File: src/rtl/csr_pkg.sv
// csr_pkg: CSR addresses, operation encoding and field masks for m_csr_file.
package csr_pkg;
  localparam logic [11:0] CSR_MSTATUS   = 12'h300;
  localparam logic [11:0] CSR_MISA      = 12'h301;
  localparam logic [11:0] CSR_MIE       = 12'h304;
  localparam logic [11:0] CSR_MTVEC     = 12'h305;
  localparam logic [11:0] CSR_MSCRATCH  = 12'h340;
  localparam logic [11:0] CSR_MEPC      = 12'h341;
  localparam logic [11:0] CSR_MCAUSE    = 12'h342;
  localparam logic [11:0] CSR_MTVAL     = 12'h343;
  localparam logic [11:0] CSR_MIP       = 12'h344;
  localparam logic [11:0] CSR_MCYCLE    = 12'hB00;
  localparam logic [11:0] CSR_MINSTRET  = 12'hB02;
  localparam logic [11:0] CSR_MCYCLEH   = 12'hB80;
  localparam logic [11:0] CSR_MINSTRETH = 12'hB82;
  localparam logic [11:0] CSR_CYCLE     = 12'hC00;
  localparam logic [11:0] CSR_INSTRET   = 12'hC02;
  localparam logic [11:0] CSR_CYCLEH    = 12'hC80;
  localparam logic [11:0] CSR_INSTRETH  = 12'hC82;
  localparam logic [11:0] CSR_MHARTID   = 12'hF14;
  localparam logic [31:0] MSTATUS_MASK  = 32'h0000_0088;
  localparam logic [31:0] MIE_MASK      = 32'h0000_0888;
  localparam int MIE_BIT  = 3;
  localparam int MPIE_BIT = 7;
  typedef enum logic [1:0] {
    CSR_OPS_NONE  = 2'b00,
    CSR_OPS_WRITE = 2'b01,
    CSR_OPS_SET   = 2'b10,
    CSR_OPS_CLEAR = 2'b11
  } csr_ops_e;
endpackage

File: src/rtl/m_csr_file_if.sv
// m_csr_file_if: CSR access bus between EXE (master) and the CSR file (slave).
interface m_csr_file_if;
  logic        csr_rd_req;
  logic        csr_wr_req;
  logic [1:0]  csr_ops;
  logic [11:0] csr_addr;
  logic [31:0] csr_wdata;
  logic [31:0] csr_rdata;
  logic        csr_illegal;
  modport master (output csr_rd_req, csr_wr_req, csr_ops, csr_addr, csr_wdata,
                  input csr_rdata, csr_illegal);
  modport slave  (input csr_rd_req, csr_wr_req, csr_ops, csr_addr, csr_wdata,
                  output csr_rdata, csr_illegal);
endinterface

File: src/rtl/m_csr_counter64.sv
// m_csr_counter64: 64-bit counter with independently writable 32-bit halves.
module m_csr_counter64 (
  input  logic        clk,
  input  logic        rst,
  input  logic        inc,
  input  logic        wr_lo,
  input  logic        wr_hi,
  input  logic [31:0] wdata,
  output logic [63:0] count
);
  always_ff @(posedge clk) begin
    if (rst) count <= '0;
    else if (wr_lo || wr_hi) begin
      // a half-write suppresses the carry between halves for this edge
      count[31:0] <= wr_lo ? wdata : count[31:0] + {31'b0, inc};
      if (wr_hi) count[63:32] <= wdata;
    end else count <= count + {63'b0, inc};
  end
endmodule

File: src/rtl/m_csr_file.sv
// m_csr_file: machine-mode CSR file with counters, trap entry and mret handling.
module m_csr_file
  import csr_pkg::*;
#(
  parameter logic [31:0] MISA_VAL = 32'h4000_1101,
  parameter logic [31:0] HART_ID  = 32'h0
) (
  input  logic         clk,
  input  logic         rst,
  m_csr_file_if.slave  bus,
  input  logic         instret_inc,
  input  logic         trap_valid,
  input  logic [31:0]  trap_cause,
  input  logic [31:0]  trap_pc,
  input  logic [31:0]  trap_tval,
  input  logic         mret,
  output logic [31:0]  mtvec_o,
  output logic [31:0]  mepc_o,
  output logic         mie_global_o
);
  logic        r_mie, r_mpie;
  logic [31:0] r_mie_reg, r_mtvec, r_mscratch, r_mepc, r_mcause, r_mtval;
  logic [63:0] w_cyc, w_ins;
  logic [31:0] w_old, w_new;
  logic        w_impl, w_do_wr;
  always_comb begin
    w_old  = '0;
    w_impl = 1'b1;
    case (bus.csr_addr)
      CSR_MSTATUS:               w_old = {19'b0, 2'b11, 3'b0, r_mpie, 3'b0, r_mie, 3'b0};
      CSR_MISA:                  w_old = MISA_VAL;
      CSR_MIE:                   w_old = r_mie_reg;
      CSR_MTVEC:                 w_old = r_mtvec;
      CSR_MSCRATCH:              w_old = r_mscratch;
      CSR_MEPC:                  w_old = r_mepc;
      CSR_MCAUSE:                w_old = r_mcause;
      CSR_MTVAL:                 w_old = r_mtval;
      CSR_MIP:                   w_old = '0;
      CSR_MCYCLE, CSR_CYCLE:     w_old = w_cyc[31:0];
      CSR_MCYCLEH, CSR_CYCLEH:   w_old = w_cyc[63:32];
      CSR_MINSTRET, CSR_INSTRET: w_old = w_ins[31:0];
      CSR_MINSTRETH, CSR_INSTRETH: w_old = w_ins[63:32];
      CSR_MHARTID:               w_old = HART_ID;
      default:                   w_impl = 1'b0;
    endcase
  end
  assign bus.csr_illegal = ((bus.csr_rd_req || bus.csr_wr_req) && !w_impl) ||
                           (bus.csr_wr_req && bus.csr_addr[11:10] == 2'b11);
  assign bus.csr_rdata = (bus.csr_rd_req && !bus.csr_illegal) ? w_old : '0;
  assign w_new = bus.csr_ops == CSR_OPS_WRITE ? bus.csr_wdata :
                 bus.csr_ops == CSR_OPS_SET   ? w_old | bus.csr_wdata :
                                                w_old & ~bus.csr_wdata;
  // a trapping instruction never commits its CSR write
  assign w_do_wr = bus.csr_wr_req && !bus.csr_illegal && bus.csr_ops != CSR_OPS_NONE && !trap_valid;
  m_csr_counter64 u_cycle (
    .clk(clk), .rst(rst), .inc(1'b1),
    .wr_lo(w_do_wr && bus.csr_addr == CSR_MCYCLE),
    .wr_hi(w_do_wr && bus.csr_addr == CSR_MCYCLEH),
    .wdata(w_new), .count(w_cyc)
  );
  m_csr_counter64 u_instret (
    .clk(clk), .rst(rst), .inc(instret_inc),
    .wr_lo(w_do_wr && bus.csr_addr == CSR_MINSTRET),
    .wr_hi(w_do_wr && bus.csr_addr == CSR_MINSTRETH),
    .wdata(w_new), .count(w_ins)
  );
  always_ff @(posedge clk) begin
    if (rst) begin
      r_mie      <= 1'b0;
      r_mpie     <= 1'b0;
      r_mie_reg  <= '0;
      r_mtvec    <= '0;
      r_mscratch <= '0;
      r_mepc     <= '0;
      r_mcause   <= '0;
      r_mtval    <= '0;
    end else if (trap_valid) begin
      r_mepc   <= {trap_pc[31:2], 2'b00};
      r_mcause <= trap_cause;
      r_mtval  <= trap_tval;
      r_mpie   <= r_mie;
      r_mie    <= 1'b0;
    end else begin
      if (mret) begin
        r_mie  <= r_mpie;
        r_mpie <= 1'b1;
      end
      if (w_do_wr)
        case (bus.csr_addr)
          CSR_MSTATUS: if (!mret) begin
            r_mie  <= w_new[MIE_BIT] & MSTATUS_MASK[MIE_BIT];
            r_mpie <= w_new[MPIE_BIT] & MSTATUS_MASK[MPIE_BIT];
          end
          CSR_MIE:      r_mie_reg  <= w_new & MIE_MASK;
          CSR_MTVEC:    r_mtvec    <= {w_new[31:2], 2'b00};
          CSR_MSCRATCH: r_mscratch <= w_new;
          CSR_MEPC:     r_mepc     <= {w_new[31:2], 2'b00};
          CSR_MCAUSE:   r_mcause   <= w_new;
          CSR_MTVAL:    r_mtval    <= w_new;
          default: ;
        endcase
    end
  end
  assign mtvec_o      = r_mtvec;
  assign mepc_o       = r_mepc;
  assign mie_global_o = r_mie;
endmodule

File: src/flat_wrapper.sv
// flat-port wrapper written by rule: the top's interface ports become plain ports
module m_csr_file_flat import csr_pkg::*;
#(
  parameter logic [31:0] MISA_VAL = 32'h4000_1101,
  parameter logic [31:0] HART_ID  = 32'h0
)
  (clk, rst, instret_inc, trap_valid, trap_cause, trap_pc, trap_tval, mret, mtvec_o, mepc_o, mie_global_o, bus_csr_rd_req, bus_csr_wr_req, bus_csr_ops, bus_csr_addr, bus_csr_wdata, bus_csr_rdata, bus_csr_illegal);
  m_csr_file_if bus_i ();
  input  logic clk;
  input  logic rst;
  input  logic instret_inc;
  input  logic trap_valid;
  input  logic [31:0] trap_cause;
  input  logic [31:0] trap_pc;
  input  logic [31:0] trap_tval;
  input  logic mret;
  output logic [31:0] mtvec_o;
  output logic [31:0] mepc_o;
  output logic mie_global_o;
  input wire logic [$bits(bus_i.csr_rd_req)-1:0] bus_csr_rd_req;
  input wire logic [$bits(bus_i.csr_wr_req)-1:0] bus_csr_wr_req;
  input wire logic [$bits(bus_i.csr_ops)-1:0] bus_csr_ops;
  input wire logic [$bits(bus_i.csr_addr)-1:0] bus_csr_addr;
  input wire logic [$bits(bus_i.csr_wdata)-1:0] bus_csr_wdata;
  output wire logic [$bits(bus_i.csr_rdata)-1:0] bus_csr_rdata;
  output wire logic [$bits(bus_i.csr_illegal)-1:0] bus_csr_illegal;
  assign bus_i.csr_rd_req = bus_csr_rd_req;
  assign bus_i.csr_wr_req = bus_csr_wr_req;
  assign bus_i.csr_ops = bus_csr_ops;
  assign bus_i.csr_addr = bus_csr_addr;
  assign bus_i.csr_wdata = bus_csr_wdata;
  assign bus_csr_rdata = bus_i.csr_rdata;
  assign bus_csr_illegal = bus_i.csr_illegal;
  m_csr_file #(.MISA_VAL(MISA_VAL), .HART_ID(HART_ID)) u_core (.clk(clk), .rst(rst), .bus(bus_i), .instret_inc(instret_inc), .trap_valid(trap_valid), .trap_cause(trap_cause), .trap_pc(trap_pc), .trap_tval(trap_tval), .mret(mret), .mtvec_o(mtvec_o), .mepc_o(mepc_o), .mie_global_o(mie_global_o));
endmodule
File: config.mk
export PLATFORM = sky130hd
export DESIGN_NAME = m_csr_file_flat
export DESIGN_NICKNAME = d
export VERILOG_FILES = /design/src/rtl/csr_pkg.sv /design/src/rtl/m_csr_file_if.sv /design/src/rtl/m_csr_counter64.sv /design/src/rtl/m_csr_file.sv /design/src/flat_wrapper.sv
export SDC_FILE = /design/constraint.sdc
export NUM_CORES = 1
export LEC_CHECK = 0
export BUFFER_PORTS_ARGS = -buffer_cell sky130_fd_sc_hd__clkbuf_2
export CAP_MARGIN = 30
export CORE_ASPECT_RATIO = 1.1
export CORE_UTILIZATION = 40
export CTS_CLUSTER_SIZE = 20
export DETAILED_ROUTE_END_ITERATION = 10
export PLACE_DENSITY_LB_ADDON = 0.15
export SYNTH_ARGS = -nofsm -noshare
export SYNTH_HDL_FRONTEND = slang
export SYNTH_SLANG_ARGS = --single-unit
export TNS_END_PERCENT = 50
File: constraint.sdc
create_clock -name clk -period 2.9 [get_ports clk]
set_input_delay 0.58 -clock clk [delete_from_list [all_inputs] [get_ports clk]]
set_output_delay 0.58 -clock clk [all_outputs]
set_load 0.02 [all_outputs]
After elaboration in Yosys (flattened, before gate mapping)

Cells that the tools add are included.

Multiplexer cells: 29
Reductions and logical operators: 34
Bitwise gates (word level): 4
Add/sub/neg operators: 4
Equality and inequality tests: 23

Operator list:

| kind                    | count |
|---|---|
| $mux W32                | 16 |
| $pmux W32 S12           | 1 |
| $mux W64                | 2 |
| $eq A12 B10 Y1 const B  | 9 |
| $eq A12 B12 Y1 const B  | 9 |
| $add A64 B1 Y64         | 1 |
| $add A64 B1 Y64 const B | 1 |
| $add A32 B1 Y32         | 1 |
| $add A32 B1 Y32 const B | 1 |
| $and A32 B32 Y32        | 1 |
| $not A32 Y32            | 1 |
| $or A32 B32 Y32         | 1 |
| $reduce_or A18 Y1       | 1 |
| $logic_and A1 B1 Y1     | 10 |
| $mux W1                 | 10 |
| $reduce_bool A2 Y1      | 5 |
| $reduce_or A2 Y1        | 5 |
| $reduce_and A3 Y1       | 3 |
| $reduce_and A2 Y1       | 3 |
| $eq A2 B2 Y1 const B    | 2 |
| $logic_or A1 B1 Y1      | 4 |
| $ne A2 B2 Y1 const B    | 2 |
| $logic_not A1 Y1        | 3 |
| $eq A2 B1 Y1 const B    | 1 |
| $not A1 Y1              | 1 |

Bits of input ports: 149
Output and inout bits: 98
Register bits: 289
Logic and storage cells: 106

Longest topological paths before layout

Gate-level depths: netlist of run 1.

Depth after elaboration: 13
Gate-level depth with buffers: 11
Mapped depth without buffers: 8

Hierarchy

A second synthesis of run 1 with hierarchy kept.

Cell total of the unflattened synthesis: 2,321
Area total of the unflattened synthesis: 18,776.8 um2

By module, submodules not included:

| module          | sequential area each (um2) | times used | cells an instance | area an instance (um2) |
|---|---|---|---|---|
| m_csr_file      | 3,223.1                    | 1          | 1,363             | 11,202.0 |
| m_csr_counter64 | 1,281.2                    | 2          | 479               | 3,787.4 |

Worst setup path before layout of run 1

No wires, ideal clock.

Kind: input-to-output
From: in bus_csr_addr[3]
To: out bus_csr_rdata[13]
Arrival: 2,800 ps
Path buffers: 3
Stages on the path: 9
Path slack: -480 ps
Cell sequence: buf_6 > buf_2 > or4b_2 > a2111oi_0 > a311oi_1 > o211ai_2 > nand3_2 > buf_2 > a31oi_1

Longest elaborated chain between the ends: 9
Elaborated cells on any way between the ends: 31
Those cells by class: 18 x eq/ne; 3 x mux; 10 x reduce/logical

Ends and longest elaborated chain:

| element                                          | line               | text |
|---|---|---|
| start, declared                                  | flat_wrapper.sv:23 | `input wire logic [$bits(bus_i.csr_addr)-1:0] bus_csr_addr;` |
| $eq A12 B10 Y1 or $eq A12 B12 Y1 (tied branches) | m_csr_file.sv:29   | `case (bus.csr_addr)` |
| $reduce_or A18 Y1 (no line)                      | --                 |  |
| $mux W1                                          | m_csr_file.sv:29   |  |
| $logic_not A1 Y1                                 | m_csr_file.sv:47   | `assign bus.csr_illegal = ((bus.csr_rd_req \|\| bus.csr_wr_req) && !w_impl) \|\|` |
| $logic_and A1 B1 Y1                              | m_csr_file.sv:47   |  |
| $logic_or A1 B1 Y1                               | m_csr_file.sv:47   |  |
| $logic_not A1 Y1                                 | m_csr_file.sv:49   | `assign bus.csr_rdata = (bus.csr_rd_req && !bus.csr_illegal) ? w_old : '0;` |
| $logic_and A1 B1 Y1                              | m_csr_file.sv:49   |  |
| $mux W32 (*)                                     | m_csr_file.sv:49   |  |
| end, declared                                    | flat_wrapper.sv:25 | `output wire logic [$bits(bus_i.csr_rdata)-1:0] bus_csr_rdata;` |

Every way passes the cells marked *; elsewhere a longest branch is shown, timed or not.

Final worst setup path of run 1

From: in bus_csr_addr[6]
To: out bus_csr_rdata[29]

The elaborated chain is that of the path after synthesis.

==> flow_summary.json, run 1 <==
{
  "status": "finished with violations",
  "failed_checks": "negative setup slack",
  "grt_pass1_wl_um": 146000,
  "final_nets": 3117,
  "n_antenna_cell": 0,
  "cts_max_level": 2,
  "max_slew_margin": 0.448,
  "synth.largest_area_cell": "dfxtp_1",
  "die_w_um": 210,
  "synth_top_cells_by_area": "dfxtp_1 (30%), nand2_1 (6.1%), a21oi_1 (4.9%)",
  "cts_hold_buf": 0,
  "critPathMaxStageDelay_ps": 570,
  "required_ps": 2320,
  "ios": 247,
  "wl_met3_um": 9110,
  "drv_cap": 0,
  "async_flop_share": 0,
  "overflow": 0,
  "initial_utilization": 0.407,
  "worst_pin_slew_ps": 828,
  "period_share": 1.14,
  "power_density_mw_per_mm2": 391,
  "numClockSinks": 289,
  "synthToLayoutAreaGrowth_pct": 39.2,
  "top_regs": "u_core.u_cycle.count (64), u_core.u_instret.count (64)",
  "yosysWarnings": 0,
  "ys_ff_latch": 289,
  "met1_length_um": 39800,
  "cp_max_fo": 4,
  "clock_skew_ps": 12.6,
  "hold_violations": 0,
  "holdWs_ps": 245,
  "core_mm2": 0.0468,
  "drc": 0,
  "path_buf_inv": 4,
  "grt_usage": 0.408,
  "synth_cell_types": 99,
  "crit_family": "simple AND/OR/NAND/NOR gates",
  "leakagePower_nw": 10.0,
  "route.met2.wl_um": 47000,
  "gp_congestion": 1.02,
  "drive_above_1_share": 0.314,
  "period_needed_ps": 3300,
  "drt-initial-drc-count": 2432,
  "clk_pin_slew_worst_paths_ps": 60,
  "slew_viol_final": 0,
  "peakVddDrop_mv": 0.370,
  "top_layer_used": "met5",
  "worstRegToRegCells": 6,
  "viasPerCell": 6.30,
  "worst_slack_ps": -400,
  "yosys-top-cells-count": "nand2_1 (310), dfxtp_1 (289), a21oi_1 (188)",
  "fmax_mhz": 303,
  "place.port_buffers": 240,
  "wl_per_cell_um": 28.0,
  "rsz0062_at_grt": "yes",
  "grt_max_degree": 189,
  "crit_arrival_ps": 2720,
  "cts_buffers": 36,
  "synth_edf_count": 0,
  "cts_tree": "yes",
  "syn_inst": 2438,
  "r2r_slack_ps": 150,
  "die_area_mm2": 0.0486,
  "yosysTopAreaCellShare": 0.303,
  "hold_depth": 3,
  "cts_buffer_depth": 3,
  "synth_area_mm2": 0.0191,
  "drt_wl_total_um": 102000,
  "start_kind": "input port",
  "clock-root-buffer": "clkbuf_16",
  "dr.pass1.iters": 6,
  "critPathSlowestCell": "or4bb_4",
  "rows": 83,
  "synthFlopType": "dfxtp_1",
  "ys_seq_area_frac": 0.303,
  "die_y_um": 231,
  "min_path_type": "input port to register",
  "worstSetupEndpointType": "output port",
  "clk_latency_ps": 570,
  "grt_pass1_vias": 21800,
  "critPathKind": "input port to output port",
  "synth_most_common_cell": "nand2_1",
  "ant_nets": 0,
  "synth_area_per_cell_um2": 7.82,
  "crit_chain": "buf_6 -> or4bb_4 -> a2111oi_4 -> buf_4 -> a311oi_2 -> o211ai_2 -> nand3_4 -> clkbuf_16 -> a41oi_2 -> clkbuf_2",
  "total_power_w": 0.0104,
  "antenna_found_initial": 1,
  "finalSetupViolations": 33,
  "worst-path-stages": 10,
  "post-dp-hpwl_um": 78200,
  "detailroute.via_count": 22900
}
==> worst paths after layout <==
kind	startpoint	end
setup / recovery	bus_csr_addr[6]	bus_csr_rdata[29]
hold / removal	trap_pc[18]	u_core.mepc_o[18]$_SDFFE_PP0P_
setup reg to reg	u_core.u_cycle.count[11]$_SDFF_PP0_	u_core.u_cycle.count[53]$_SDFFE_PP0P_
hold reg to reg	u_core.r_mscratch[4]$_SDFFE_PP0P_	u_core.r_mscratch[4]$_SDFFE_PP0P_
==> layer usage <==
metal	up-vias	global-route usage
met5	-	0
met4	2	0.206
met3	290	0.0795
met2	1241	0.671
met1	11200	0.507
li1	10200	-
==> power by group <==
group / total, W / internal (W) / switching (W)
combinational: 0.00155 / 0.000627 / 0.000920
clock: 0.00468 / 0.00268 / 0.00200
sequential: 0.00414 / 0.00407 / 0.0000748
total: 0.0104 / 0.00738 / 0.00299
==> worst register-to-register path: cells and delay by family (launching register included) <==
family	cells	cell delay (ps)
flip-flops	1	460
multiplexers	1	230
AO/OA/AOI/OAI	1	100
AND/OR/NAND/NOR	4	1840
==> kinds of logic after synthesis <==
| family | after synthesis | share of synthesized area |
|---|---|---|
| AOI/OAI and AO/OA | 730 | 0.282 |
| xor gates and xnor gates | 92 | 0.0422 |
| adders and majority gates | 3 | 0.00197 |
| buffers and inverters | 320 | 0.0712 |
| DFF | 289 | 0.303 |
| muxes | 56 | 0.0369 |
| other | 1 | 0.000197 |
| and+or+nand+nor | 947 | 0.262 |
==> cells in the final DEF, fill, tap and decap left out, types with 26 or more instances in the layout <==
master     instances
nor3_1            71
xnor2_1           66
nand2_1          309
a22o_1            37
nor2b_1           42
clkbuf_2         203
nand3_1           84
buf_12            53
and4_1            31
buf_4            399
a31oi_1           48
mux2i_1           31
buf_6             26
dfxtp_1          289
inv_1             94
a221oi_1          62
xor2_1            26
nand4_1           69
a22oi_1           44
a21oi_1          178
nor2_1           128
o21ai_0           57
a211oi_1         100
and3_1            37
clkbuf_16         39
and2_1            50
o211ai_1          32
==> final cells by class <==
cell class	count	area (µm²)
multi-input combinational	1832	12600
tap	637	797
inverter	94	353
clock buffer	52	1070
clock inverter	14	138
sequential	289	5790
timing repair buffer	712	5830
fill	4366	20300
==> stage by stage <==
step | utilization | cell area (µm²) | TNS [ps] | cells | setup slack, ps
6_report | 0.567 | 26500 | -11030 | 3630 | -400
2_1_floorplan | - | 19500 | -6960 | 2441 | -251
3_5_place_dp | 0.525 | 24600 | -83930 | 3550 | -693
5_1_grt | 0.567 | 26500 | -12730 | 3630 | -457
3_3_place_gp | 0.525 | 24600 | -76440 | 3549 | -715
4_1_cts | 0.561 | 26300 | -9500 | 3623 | -388
==> repair_timing <==
item                       4_1_cts  5_1_grt
buffers inserted                 7        4
setup endpoints to repair       39       37
resized for setup               91       65
pin swaps                        6        4
gates cloned                     0        3
Note: power is estimated with default switching activity, not from simulation.
==> inputs of run 2 (changes only) <==
Settings changed: RECOVER_POWER set to 50.
==> flow_summary.json, run 2 (same netlist as run 1, synthesis figures left out) <==
{
  "status": "finished with violations",
  "failed_checks": "negative setup slack",
  "cts_buffer_depth": 3,
  "layout_commonest_cell": "buf_4",
  "place_area_mm2": 0.0246,
  "critPathKind": "input port to output port",
  "rsz0062_at_grt": "yes",
  "max_slew_margin": 0.448,
  "min_path_type": "input port to register",
  "cp_max_fo": 7,
  "wl_per_cell_um": 28.0,
  "drt_wl_total_um": 102000,
  "top_layer_used": "met5",
  "final_cell_mix": "buf_4 (363), nand2_1 (309), dfxtp_1 (289)",
  "slew_viol_final": 0,
  "die_area_mm2": 0.0486,
  "wl_met3_um": 8770,
  "cts_tree": "yes",
  "period_needed_ps": 3340,
  "dr.pass1.iters": 6,
  "clk_pin_slew_worst_paths_ps": 60,
  "dp_cells": 3550,
  "instances_no_fill": 3630,
  "ant_nets": 0,
  "cts_hold_buf": 0,
  "final_nets": 3117,
  "clock_skew_ps": 13.6,
  "post-dp-hpwl_um": 78200,
  "core_mm2": 0.0468,
  "grt_max_degree": 189,
  "start_kind": "input port",
  "startpoint": "bus_csr_addr[7]",
  "critPathMaxStageDelay_ps": 590,
  "finalSetupViolations": 52,
  "numClockSinks": 289,
  "r2r_end": "u_core.u_cycle.count[3]$_SDFF_PP0_",
  "peakVddDrop_mv": 0.372,
  "route.met2.wl_um": 47000,
  "ios": 247,
  "worstRegToRegCells": 8,
  "viasPerCell": 6.32,
  "required_ps": 2320,
  "r2r_slack_ps": 110,
  "power_density_mw_per_mm2": 394,
  "postLayoutCellArea_mm2": 0.0261,
  "initial_utilization": 0.407,
  "period_share": 1.15,
  "drc": 0,
  "met1_length_um": 40200,
  "grt_pass1_vias": 21800,
  "synthToLayoutAreaGrowth_pct": 36.8,
  "die_y_um": 231,
  "grt_pass1_wl_um": 146000,
  "drive_above_1_share": 0.282,
  "n_antenna_cell": 0,
  "top_regs": "u_core.u_cycle.count (64), u_core.u_instret.count (64)",
  "cp_common_cell": "clkbuf_2",
  "antenna_found_initial": 1,
  "place.port_buffers": 240,
  "cts_buffers": 36,
  "r2r_start": "u_core.u_cycle.count[35]$_SDFFE_PP0P_",
  "leakagePower_nw": 9.69,
  "die_w_um": 210,
  "rows": 83,
  "worst_pin_slew_ps": 827,
  "drv_cap": 0,
  "gp_congestion": 1.02,
  "clock-root-buffer": "clkbuf_16",
  "grt_usage": 0.408,
  "cts_max_level": 2,
  "detailroute.via_count": 22900,
  "worst_slack_ps": -436,
  "crit_arrival_ps": 2760,
  "fmax_mhz": 300,
  "overflow": 0,
  "worstSetupEndpointType": "output port",
  "critPathSlowestCell": "or4b_1",
  "drt-initial-drc-count": 2476,
  "clk_latency_ps": 570,
  "crit_end": "bus_csr_rdata[30]",
  "hold_violations": 0,
  "crit_chain": "clkbuf_2 -> or4b_1 -> clkbuf_2 -> clkbuf_2 -> o22ai_1 -> nand2_1 -> a41oi_4 -> buf_8"
}
-- run 2: critical path: cells and delay by family --
kind	cells	cell delay [ps]
AO/OA/AOI/OAI	2	590
buffers and inverters	4	770
AND/OR/NAND/NOR	2	810
-- run 2: cell type report --
type | instances | area [µm²]
Fill cell | 4465 | 20700
Tap cell | 637 | 797
Timing Repair Buffer | 712 | 5440
Clock buffer | 52 | 1070
Sequential cell | 289 | 5790
Multi-Input combinational cell | 1832 | 12500
Inverter | 94 | 353
Clock inverter | 14 | 138
-- run 2: metrics by stage --
step / power [W] / utilization / TNS [ps] / hold slack (ps) / setup slack [ps]
global route: 0.0105 / 0.557 / -19030 / 237 / -463
finish: 0.0103 / 0.557 / -13330 / 246 / -436
CTS: 0.0103 / 0.561 / -9500 / 229 / -388
global placement: 0.00568 / 0.525 / -76440 / 437 / -715
detailed placement: 0.00569 / 0.525 / -83930 / 442 / -693
floorplan: 0.00493 / - / -6960 / 429 / -251
-- run 2: per-layer routing --
layer  GRT usage  vias to the layer above
met4       0.206                        2
met5           0                        -
met3      0.0795                      282
met2       0.671                     1241
met1       0.507                    11200
li1            -                    10200
-- run 2: worst min-delay path by stage --
stage / start / depth (start not counted) / to / slack [ps]
2_1_floorplan: u_core.r_mscratch[20]$_SDFFE_PP0P_ / 2 / u_core.r_mscratch[20]$_SDFFE_PP0P_ / 430
3_3_place_gp: u_core.r_mscratch[26]$_SDFFE_PP0P_ / 2 / u_core.r_mscratch[26]$_SDFFE_PP0P_ / 440
3_5_place_dp: u_core.r_mscratch[21]$_SDFFE_PP0P_ / 2 / u_core.r_mscratch[21]$_SDFFE_PP0P_ / 440
4_1_cts: trap_pc[18] / 3 / u_core.mepc_o[18]$_SDFFE_PP0P_ / 230
5_1_grt: trap_pc[17] / 3 / u_core.mepc_o[17]$_SDFFE_PP0P_ / 240
6_report: trap_pc[18] / 3 / u_core.mepc_o[18]$_SDFFE_PP0P_ / 250
-- run 2: timing repair --
action                     in CTS  in global routing
gates cloned                    0                  3
setup buffers                   7                  4
gates resized for setup        91                 65
pin swaps                       6                  4
setup endpoints to repair      39                 37
-- run 2: power by group --
| group | total, W | switching, W | internal (W) |
|---|---|---|---|
| Clock | 0.00468 | 0.00200 | 0.00268 |
| Sequential | 0.00414 | 0.0000747 | 0.00407 |
| Combinational | 0.00146 | 0.000908 | 0.000556 |
